<file path="src/rtl/control_unit_seq.sv">
// Handshaked multi-cycle RV32I control unit: accepts an instruction from fetch, decodes it in a
// registered stage and presents the control word to the datapath for HOLD_CYCLES cycles.
module control_unit_seq #(
    parameter int ALU_CTRL_W  = 4,
    parameter int HOLD_CYCLES = 1,
    parameter bit ENABLE_M    = 1'b0
) (
    input  logic                  clk,
    input  logic                  rst_n,
    input  logic                  en,
    input  logic [31:0]           Ins,
    input  logic                  ins_valid,
    output logic                  ins_ready,
    output logic                  ctrl_valid,
    output logic                  Branch,
    output logic                  Jump,
    output logic                  MemRead,
    output logic                  MemWrite,
    output logic                  MemtoReg,
    output logic                  RegWrite,
    output logic                  Is_Imm,
    output logic [ALU_CTRL_W-1:0] alu_control,
    output logic [2:0]            br_func3,
    output logic                  illegal,
    output logic                  done
);

    // state  | meaning
    // IDLE   | waiting for fetch; ins_ready=1 when en=1
    // DECODE | instruction fields registered, control word being computed
    // EXEC   | control word driven for HOLD_CYCLES cycles, done in the last one
    // TRAP   | one-cycle illegal pulse, controls all 0
    typedef enum logic [1:0] {S_IDLE, S_DECODE, S_EXEC, S_TRAP} state_t;

    typedef struct packed {
        logic       branch;
        logic       jump;
        logic       mem_read;
        logic       mem_write;
        logic       mem_to_reg;
        logic       reg_write;
        logic       is_imm;
        logic [4:0] alu;
        logic [2:0] br_func3;
    } ctrl_t;

    if (ENABLE_M && ALU_CTRL_W < 5) begin : g_bad_alu_width
        $error("control_unit_seq: ENABLE_M=1 needs ALU_CTRL_W >= 5");
    end
    if (HOLD_CYCLES < 1) begin : g_bad_hold
        $error("control_unit_seq: HOLD_CYCLES must be >= 1");
    end

    localparam int CNT_W = (HOLD_CYCLES > 1) ? $clog2(HOLD_CYCLES) : 1;
    localparam logic [CNT_W-1:0] CNT_LOAD = CNT_W'(HOLD_CYCLES - 1);

    localparam logic [6:0] OP_R      = 7'b0110011;
    localparam logic [6:0] OP_I      = 7'b0010011;
    localparam logic [6:0] OP_LOAD   = 7'b0000011;
    localparam logic [6:0] OP_STORE  = 7'b0100011;
    localparam logic [6:0] OP_BRANCH = 7'b1100011;
    localparam logic [6:0] OP_JAL    = 7'b1101111;
    localparam logic [6:0] OP_JALR   = 7'b1100111;
    localparam logic [6:0] OP_LUI    = 7'b0110111;
    localparam logic [6:0] OP_AUIPC  = 7'b0010111;
    localparam logic [6:0] OP_FENCE  = 7'b0001111;
    localparam logic [6:0] OP_SYSTEM = 7'b1110011;

    localparam logic [6:0] F7_ZERO = 7'b0000000;
    localparam logic [6:0] F7_ALT  = 7'b0100000;
    localparam logic [6:0] F7_MUL  = 7'b0000001;

    localparam logic [4:0] ALU_ADD   = 5'b00010;
    localparam logic [4:0] ALU_SUB   = 5'b00110;
    localparam logic [4:0] ALU_SLL   = 5'b00000;
    localparam logic [4:0] ALU_SLT   = 5'b00011;
    localparam logic [4:0] ALU_SLTU  = 5'b00100;
    localparam logic [4:0] ALU_XOR   = 5'b00001;
    localparam logic [4:0] ALU_SRL   = 5'b00101;
    localparam logic [4:0] ALU_SRA   = 5'b00111;
    localparam logic [4:0] ALU_OR    = 5'b01000;
    localparam logic [4:0] ALU_AND   = 5'b01001;
    localparam logic [4:0] ALU_PASSB = 5'b01010;

    state_t           state_q, state_d;
    logic [CNT_W-1:0] cnt_q, cnt_d;
    logic [6:0]       op_q, op_d;
    logic [2:0]       f3_q, f3_d;
    logic [6:0]       f7_q, f7_d;
    ctrl_t            ctrl_q, ctrl_d;
    ctrl_t            dec;
    logic             dec_illegal;
    logic             in_exec;

    // funct3 -> ALU op for the shared R/I arithmetic group (funct7 variants handled by caller)
    function automatic logic [4:0] base_alu(input logic [2:0] f3);
        case (f3)
            3'b000:  return ALU_ADD;
            3'b001:  return ALU_SLL;
            3'b010:  return ALU_SLT;
            3'b011:  return ALU_SLTU;
            3'b100:  return ALU_XOR;
            3'b101:  return ALU_SRL;
            3'b110:  return ALU_OR;
            default: return ALU_AND;
        endcase
    endfunction

    always_comb begin
        dec         = '0;
        dec_illegal = 1'b0;
        case (op_q)
            OP_R: begin
                dec.reg_write = 1'b1;
                if (f7_q == F7_ZERO)
                    dec.alu = base_alu(f3_q);
                else if (f7_q == F7_ALT && f3_q == 3'b000)
                    dec.alu = ALU_SUB;
                else if (f7_q == F7_ALT && f3_q == 3'b101)
                    dec.alu = ALU_SRA;
                else if (ENABLE_M && f7_q == F7_MUL)
                    dec.alu = {2'b10, f3_q};
                else
                    dec_illegal = 1'b1;
            end
            OP_I: begin
                dec.reg_write = 1'b1;
                dec.is_imm    = 1'b1;
                dec.alu       = base_alu(f3_q);
                if (f3_q == 3'b001 && f7_q != F7_ZERO)
                    dec_illegal = 1'b1;
                if (f3_q == 3'b101) begin
                    if (f7_q == F7_ALT)
                        dec.alu = ALU_SRA;
                    else if (f7_q != F7_ZERO)
                        dec_illegal = 1'b1;
                end
            end
            OP_LOAD: begin
                dec.mem_read   = 1'b1;
                dec.mem_to_reg = 1'b1;
                dec.reg_write  = 1'b1;
                dec.is_imm     = 1'b1;
                dec.alu        = ALU_ADD;
                dec_illegal    = (f3_q == 3'b011) || (f3_q == 3'b110) || (f3_q == 3'b111);
            end
            OP_STORE: begin
                dec.mem_write = 1'b1;
                dec.is_imm    = 1'b1;
                dec.alu       = ALU_ADD;
                dec_illegal   = f3_q[2] || (f3_q == 3'b011);
            end
            OP_BRANCH: begin
                dec.branch   = 1'b1;
                dec.br_func3 = f3_q;
                case (f3_q[2:1])
                    2'b00:   dec.alu = ALU_SUB;
                    2'b10:   dec.alu = ALU_SLT;
                    2'b11:   dec.alu = ALU_SLTU;
                    default: dec_illegal = 1'b1;
                endcase
            end
            OP_JAL, OP_JALR: begin
                dec.jump      = 1'b1;
                dec.reg_write = 1'b1;
                dec.is_imm    = 1'b1;
                dec.alu       = ALU_ADD;
                dec_illegal   = (op_q == OP_JALR) && (f3_q != 3'b000);
            end
            OP_LUI: begin
                dec.reg_write = 1'b1;
                dec.is_imm    = 1'b1;
                dec.alu       = ALU_PASSB;
            end
            OP_AUIPC: begin
                dec.reg_write = 1'b1;
                dec.is_imm    = 1'b1;
                dec.alu       = ALU_ADD;
            end
            OP_FENCE, OP_SYSTEM: ;
            default: dec_illegal = 1'b1;
        endcase
    end

    // Everything registered only advances with en=1, so a stall freezes all outputs as well.
    always_comb begin
        state_d = state_q;
        cnt_d   = cnt_q;
        op_d    = op_q;
        f3_d    = f3_q;
        f7_d    = f7_q;
        ctrl_d  = ctrl_q;
        if (en) begin
            case (state_q)
                S_IDLE: begin
                    if (ins_valid) begin
                        op_d    = Ins[6:0];
                        f3_d    = Ins[14:12];
                        f7_d    = Ins[31:25];
                        state_d = S_DECODE;
                    end
                end
                S_DECODE: begin
                    ctrl_d = dec;
                    if (dec_illegal) begin
                        state_d = S_TRAP;
                    end else begin
                        state_d = S_EXEC;
                        cnt_d   = CNT_LOAD;
                    end
                end
                S_EXEC: begin
                    if (cnt_q == '0)
                        state_d = S_IDLE;
                    else
                        cnt_d = cnt_q - CNT_W'(1);
                end
                S_TRAP:  state_d = S_IDLE;
                default: state_d = S_IDLE;
            endcase
        end
    end

    always_ff @(posedge clk or negedge rst_n) begin
        if (!rst_n) begin
            state_q <= S_IDLE;
            cnt_q   <= '0;
            op_q    <= '0;
            f3_q    <= '0;
            f7_q    <= '0;
            ctrl_q  <= '0;
        end else begin
            state_q <= state_d;
            cnt_q   <= cnt_d;
            op_q    <= op_d;
            f3_q    <= f3_d;
            f7_q    <= f7_d;
            ctrl_q  <= ctrl_d;
        end
    end

    always_comb begin
        in_exec     = (state_q == S_EXEC);
        ins_ready   = rst_n & en & (state_q == S_IDLE);
        ctrl_valid  = in_exec;
        Branch      = in_exec & ctrl_q.branch;
        Jump        = in_exec & ctrl_q.jump;
        MemRead     = in_exec & ctrl_q.mem_read;
        MemWrite    = in_exec & ctrl_q.mem_write;
        MemtoReg    = in_exec & ctrl_q.mem_to_reg;
        RegWrite    = in_exec & ctrl_q.reg_write;
        Is_Imm      = in_exec & ctrl_q.is_imm;
        alu_control = in_exec ? ALU_CTRL_W'(ctrl_q.alu) : '0;
        br_func3    = in_exec ? ctrl_q.br_func3 : 3'b000;
        illegal     = (state_q == S_TRAP);
        done        = in_exec & (cnt_q == '0);
    end

endmodule

</file>
<file path="config.mk">
export PLATFORM = sky130hd
export DESIGN_NAME = control_unit_seq
export DESIGN_NICKNAME = d
export VERILOG_FILES = /design/src/rtl/control_unit_seq.sv
export SDC_FILE = /design/constraint.sdc
export NUM_CORES = 1
export LEC_CHECK = 0
export CAP_MARGIN = 10
export CORE_ASPECT_RATIO = 0.9
export CORE_MARGIN = 2
export CORE_UTILIZATION = 43
export CTS_CLUSTER_DIAMETER = 120
export DETAILED_ROUTE_END_ITERATION = 7
export PLACE_DENSITY = 0.74
export SLEW_MARGIN = 40
export SYNTH_ARGS = -nofsm -noshare
export SYNTH_HDL_FRONTEND = slang
export SYNTH_SLANG_ARGS = --single-unit
</file>
<file path="constraint.sdc">
create_clock -name clk -period 1.6 [get_ports clk]
set_input_delay 0.48 -clock clk [delete_from_list [all_inputs] [get_ports clk]]
set_output_delay 0.48 -clock clk [all_outputs]
set_load 0.01 [all_outputs]
</file>
==> flow_summary.toml, run 1 <==
[status]
outcome = "finished with violations"
violations = "setup timing"

[synthesis]
ys_ff_latch = 32
async_flop_share = 1.000
avgSynthCellArea_um2 = 9.493
synth_edf_count = 0
ys_types = 49
ys_seq_area_frac = 0.4197
syn_inst = 201
syn_nets = 241
yosys_warnings = 0
syn_area_um2 = 1908
synth_flop_cell = "dfrtp_1"

[clock_tree]
cts-root-buf = "clkbuf_8"
htreeDepth = 2
clkTransAtPathRegs_ns = 0.06
cts.path.max_buffers = 2
numCtsBuffers = 5
cts_sinks = 32
cts_tree = "done"
worstSkewPairLatency_ns = 0.30

[critical_path]
crit_type = "flop to flop"
startpoint_type = "flop"
required_ns = 1.77
path_cells = "or4_4 > or3_4 > o21ai_0 > a31oi_1"
reg2reg_slack_ns = -0.21
r2r_cells = 4
cp_num_cells = 4
critPathTopFamily = "simple AND/OR/NAND/NOR gates"
slowest_stage = "or4_4"
crit_path_end_kind = "flop"
arrival_ns = 1.98
path_buf_inv = 0
crit_fanout = 3
cp_slowest_stage_delay_ns = 0.58

[floorplanning]
die_width_um = 74.22
dieArea_um2 = 4987
rows = 22
start_util = 0.4591
io_pins = 54
coreArea_um2 = 4156
die_y_um = 67.20

[min_path]
hp-class = "input pin to asynchronous set/reset pin"

[timing]
min_period_ns = 1.810
slew_violations = 0
setup_violations = 22
timing.setup.tns_ns = -3.472
fin_crit_sh = 1.131
hold_violations = 0
clock_skew_ns = 0.004244
tightest_slew_ns = 0.3980
fin_ws_ns = -0.2098
rsz0062_at_grt = "yes"
max-slew-margin-rel = 0.7347
timing.fmax_mhz = 552.6

[layout]
n_antenna_cell = 0
nFillCells = 305
fin_nets = 317
final_common_cell = "buf_4"
area_growth_syn_to_layout_pct = 54.23
multi_input_area_um2 = 1115
final_cells = 337
drive_above_1_share = 0.4296
layout_common_cells = "buf_4, dfrtp_1, buf_6, clkdlybuf4s50_1, nand2_1"
final-seq-area_um2 = 803.3
final_util = 0.7080

[drt]
vias_per_cell = 5.350
wl_per_cell_um = 14.71
drt_first_iter_violations = 110
ant_nets = 0
routed_wl_um = 4958
dr.pass1.iters = 4
dr_total_vias = 1803
drc = 0

[grt]
grt_pass1_vias = 1641
grtUsageTotal = 0.2163
grt_pass1_wl_um = 7948
antenna_found_initial = 0
grt-ovfl-total = 0
grt_max_degree = 33

[power]
p_leak_nw = 1.298
ir_worst_vdd_v = 0.001073
p_int_mw = 2.900
p_sw_frac = 0.3880
pwr-share-clk = 0.144
p_per_area_nw_per_um2 = 1610
p_seq_frac = 0.300
combPwrFrac = 0.556
power.switching_mw = 1.838

[placed_design]
gp_congestion = 0.9629
io_buffers = 38
pre_cts_ws_ns = -0.6583
dpl.hpwl_um = 3408
dp.cells = 320

[run]
cap_violations = 0
==> sequential cells by signal, summed over array words and instances (netlist names) <==
| name | count |
|---|---|
| f3_q | 3 |
| f7_q | 7 |
| ctrl_q | 13 |
| state_q | 2 |
| op_q | 7 |
==> stage by stage <==
step	cell area (um^2)	power (mW)	hold WS [ns]
after global routing	2943	5.052	0.3086
after floorplan	1914	2.636	0.1844
final	2943	4.738	0.2657
after detailed placement	2574	3.575	0.4610
after CTS	2809	4.545	0.4530
after global placement	2574	3.522	0.4522
==> final timing paths <==
path,end,start
worst max-delay path,state_q[0]$_DFFE_PN0P_,f7_q[2]$_DFFE_PN0P_
worst min register to register,ctrl_q[9]$_DFFE_PN0P_,ctrl_q[9]$_DFFE_PN0P_
min in group clk,ctrl_q[9]$_DFFE_PN0P_,ctrl_q[9]$_DFFE_PN0P_
worst max register to register,state_q[0]$_DFFE_PN0P_,f7_q[2]$_DFFE_PN0P_
max in group asynchronous,op_q[4]$_DFFE_PN0P_,rst_n
worst min-delay path,ctrl_q[0]$_DFFE_PN0P_,rst_n
==> cell usage after synthesis, types with 5 or more instances <==
master | number | share of area
and2_1 | 14 | 0.046
a21oi_1 | 9 | 0.024
inv_1 | 7 | 0.014
nor2_1 | 5 | 0.0098
nor3_1 | 9 | 0.024
nand2_1 | 17 | 0.033
dfrtp_1 | 32 | 0.42
clkbuf_1 | 8 | 0.016
or3_1 | 6 | 0.020
mux2_2 | 12 | 0.071
o21ai_0 | 13 | 0.034
==> cell families after synthesis <==
group | Yosys count | share of synthesized area
compound gates | 49 | 0.1652
xor+xnor | 3 | 0.01377
fa+ha+maj | 5 | 0.03148
buf+inv | 23 | 0.05967
flops | 32 | 0.4197
mux | 14 | 0.08131
simple gates | 75 | 0.2289
==> power groups by stage <==
| stage | Sequential (mW) | Clock [mW] | Combinational (mW) |
|---|---|---|---|
| finish | 1.42 | 0.683 | 2.64 |
| global route | 1.47 | 0.732 | 2.85 |
| CTS | 1.39 | 0.698 | 2.45 |
| detailed placement | 1.39 | 0 | 2.19 |
| global placement | 1.37 | 0 | 2.15 |
| floorplan | 1.28 | 0 | 1.36 |
==> per-layer routing <==
layer	part of all wire	vias to the layer above	global-route usage	wire (um)
met5	0	-	0	0
met1	0.46	850	0.2868	2257
met4	0.021	0	0.09375	102
met2	0.47	59	0.3460	2354
li1	-	882	-	-
met3	0.049	12	0.04328	244
==> cell type report <==
cell class                      instances  share of cell area
Clock buffer                            7             0.03274
Inverter                                7            0.008929
Multi-Input combinational cell        146              0.3788
Sequential cell                        32              0.2730
Tap cell                               60             0.02551
Timing Repair Buffer                   85              0.2810
==> worst reg2reg max path: cells and delay by family (launching register included) <==
family / cells / cell delay [ns]
compound gates: 2 / 0.38
flops: 1 / 0.37
simple gates: 2 / 0.94
==> timing repair <==
item | 4_1_cts | 5_1_grt
hold endpoints to repair | 0 | 0
endpoints found under the setup margin | 35 | 37
hold buffers | 0 | 0
gates resized for setup | 113 | 29
cloned | 2 | 0
pin swaps | 19 | 5
setup buffers | 6 | 4
Power figures use the tool's default switching activity.
==> run 2: changes to the inputs <==
Settings changed: CORE_MARGIN 2 to default.
==> flow_summary.toml, run 2 (synthesis gave the netlist of run 1 again) <==
[grt]
grt_pass1_wl_um = 8066
busiest_layer = "met2"
grt-ovfl-total = 0
grt_pass1_vias = 1773
use_met3 = 0.04908
grtUsageTotal = 0.2266
antenna_found_initial = 0
met2_usage = 0.3727
met1_usage = 0.2818
grt_max_degree = 33

[clock_tree]
worstSkewPairLatency_ns = 0.29
clkTransAtPathRegs_ns = 0.06
hold_buffers = 0
cts-root-buf = "clkbuf_8"
htreeDepth = 2
cts_tree = "done"
cts.path.max_buffers = 2
cts_sinks = 32
numCtsBuffers = 5

[placed_design]
io_buffers = 38
pre_cts_ws_ns = -0.6230
place_area_um2 = 2561
gp_congestion = 0.8800
dpl.hpwl_um = 3338

[layout]
layout_common_cells = "buf_4, dfrtp_1, buf_6, clkdlybuf4s50_1, nand2_1"
top_regs = "ctrl_q x13, f7_q x7, op_q x7"
final_common_cell = "buf_4"
final_util = 0.7023
largest_reg_flops = 13
drive_above_1_share = 0.4209
fin_nets = 317
area_growth_syn_to_layout_pct = 52.98
nFillCells = 334
n_antenna_cell = 0
postLayoutCellArea_um2 = 2919
top_register = "ctrl_q"

[critical_path]
r2r_cells = 5
required_ns = 1.12
arrival_ns = 1.33
r2r-start = "f7_q[0]$_DFFE_PN0P_"
reg2reg_slack_ns = -0.18
startpoint_type = "flop"
crit_path_end_kind = "output port"
crit_fanout = 5
timing.rr.end = "ctrl_q[6]$_DFFE_PN0P_"
crit_type = "flop to output port"

[timing]
hold_violations = 0
setup_violations = 23
min_period_ns = 1.807
rsz0062_at_grt = "yes"
slew_violations = 0
tightest_slew_ns = 0.3973
max-slew-margin-rel = 0.7351
clock_skew_ns = 0.002976
fin_crit_sh = 1.129
fin_ws_ns = -0.2067
timing.fmax_mhz = 553.5

[drt]
dr.pass1.iters = 4
drc = 0
drt_first_iter_violations = 82
ant_nets = 0
routed_wl_um = 4961
wl_per_cell_um = 14.68
dr_total_vias = 1794
vias_per_cell = 5.308

[status]
violations = "setup timing"
outcome = "finished with violations"

[floorplanning]
io_pins = 54
die_y_um = 65.20
coreArea_um2 = 4156
start_util = 0.4591
die_width_um = 72.22
dieArea_um2 = 4708
rows = 22

[power]
p_per_area_nw_per_um2 = 1637
p_leak_nw = 1.317
ir_worst_vdd_v = 0.0009086

[min_path]
hp-class = "input pin to asynchronous set/reset pin"

[run]
cap_violations = 0
## run 2: cell type report
cell class	instances	area, um^2	share of cell area
well taps	60	75.07	0.02572
clock buffers	8	90.09	0.03086
flip-flops and latches	32	804.5	0.2756
repair buffers	85	763.2	0.2615
multi-input cells	146	1160	0.3973
inverters	7	26.28	0.009001
## run 2: worst max-delay path, cell delays in order, from the launching register on
cell	delay, ns
dfrtp_1	0.41
inv_2	0.10
nor2_4	0.05
buf_6	0.12
buf_6	0.10
and2_1	0.12
buf_2	0.13
## run 2: routing by layer
metal / vias to the layer above / share of wire
met5: - / 0
met4: 0 / 0.021
met3: 12 / 0.042
met2: 54 / 0.51
met1: 850 / 0.42
li1: 878 / -
## run 2: report_power, final
part	switching [mW]	total, mW	internal (mW)
clock	0.285	0.635	0.350
sequential	0.306	1.41	1.11
combinational	1.27	2.73	1.46
## run 2: what timing repair did
item,4_1_cts,5_1_grt
endpoints found under the setup margin,37,41
hold endpoints to repair,0,0
gates cloned,1,1
pin swaps,18,10
setup buffers,7,1
resized for setup,101,48
## run 2: through the flow
| step | hold slack, ns | TNS, ns | std cells | total power, mW |
|---|---|---|---|---|
| 2_1_floorplan | 0.1844 | -0.04607 | 201 | 2.636 |
| 3_3_place_gp | 0.4537 | -11.62 | 320 | 3.510 |
| 3_5_place_dp | 0.4657 | -12.12 | 320 | 3.559 |
| 4_1_cts | 0.4268 | -2.062 | 336 | 4.463 |
| 5_1_grt | 0.4432 | -3.972 | 338 | 5.119 |
| 6_report | 0.4112 | -2.539 | 338 | 4.780 |
## run 2: worst max path at each step
stage                            endpoint  depth (start not counted)                    from
floorplan           ctrl_q[6]$_DFFE_PN0P_                          5     f7_q[1]$_DFFE_PN0P_
global placement                ins_ready                          4                   rst_n
detailed placement              ins_ready                          4                   rst_n
CTS                        alu_control[3]                          6  state_q[1]$_DFFE_PN0P_
global route               alu_control[1]                          6  state_q[1]$_DFFE_PN0P_
finish                     alu_control[3]                          6  state_q[1]$_DFFE_PN0P_
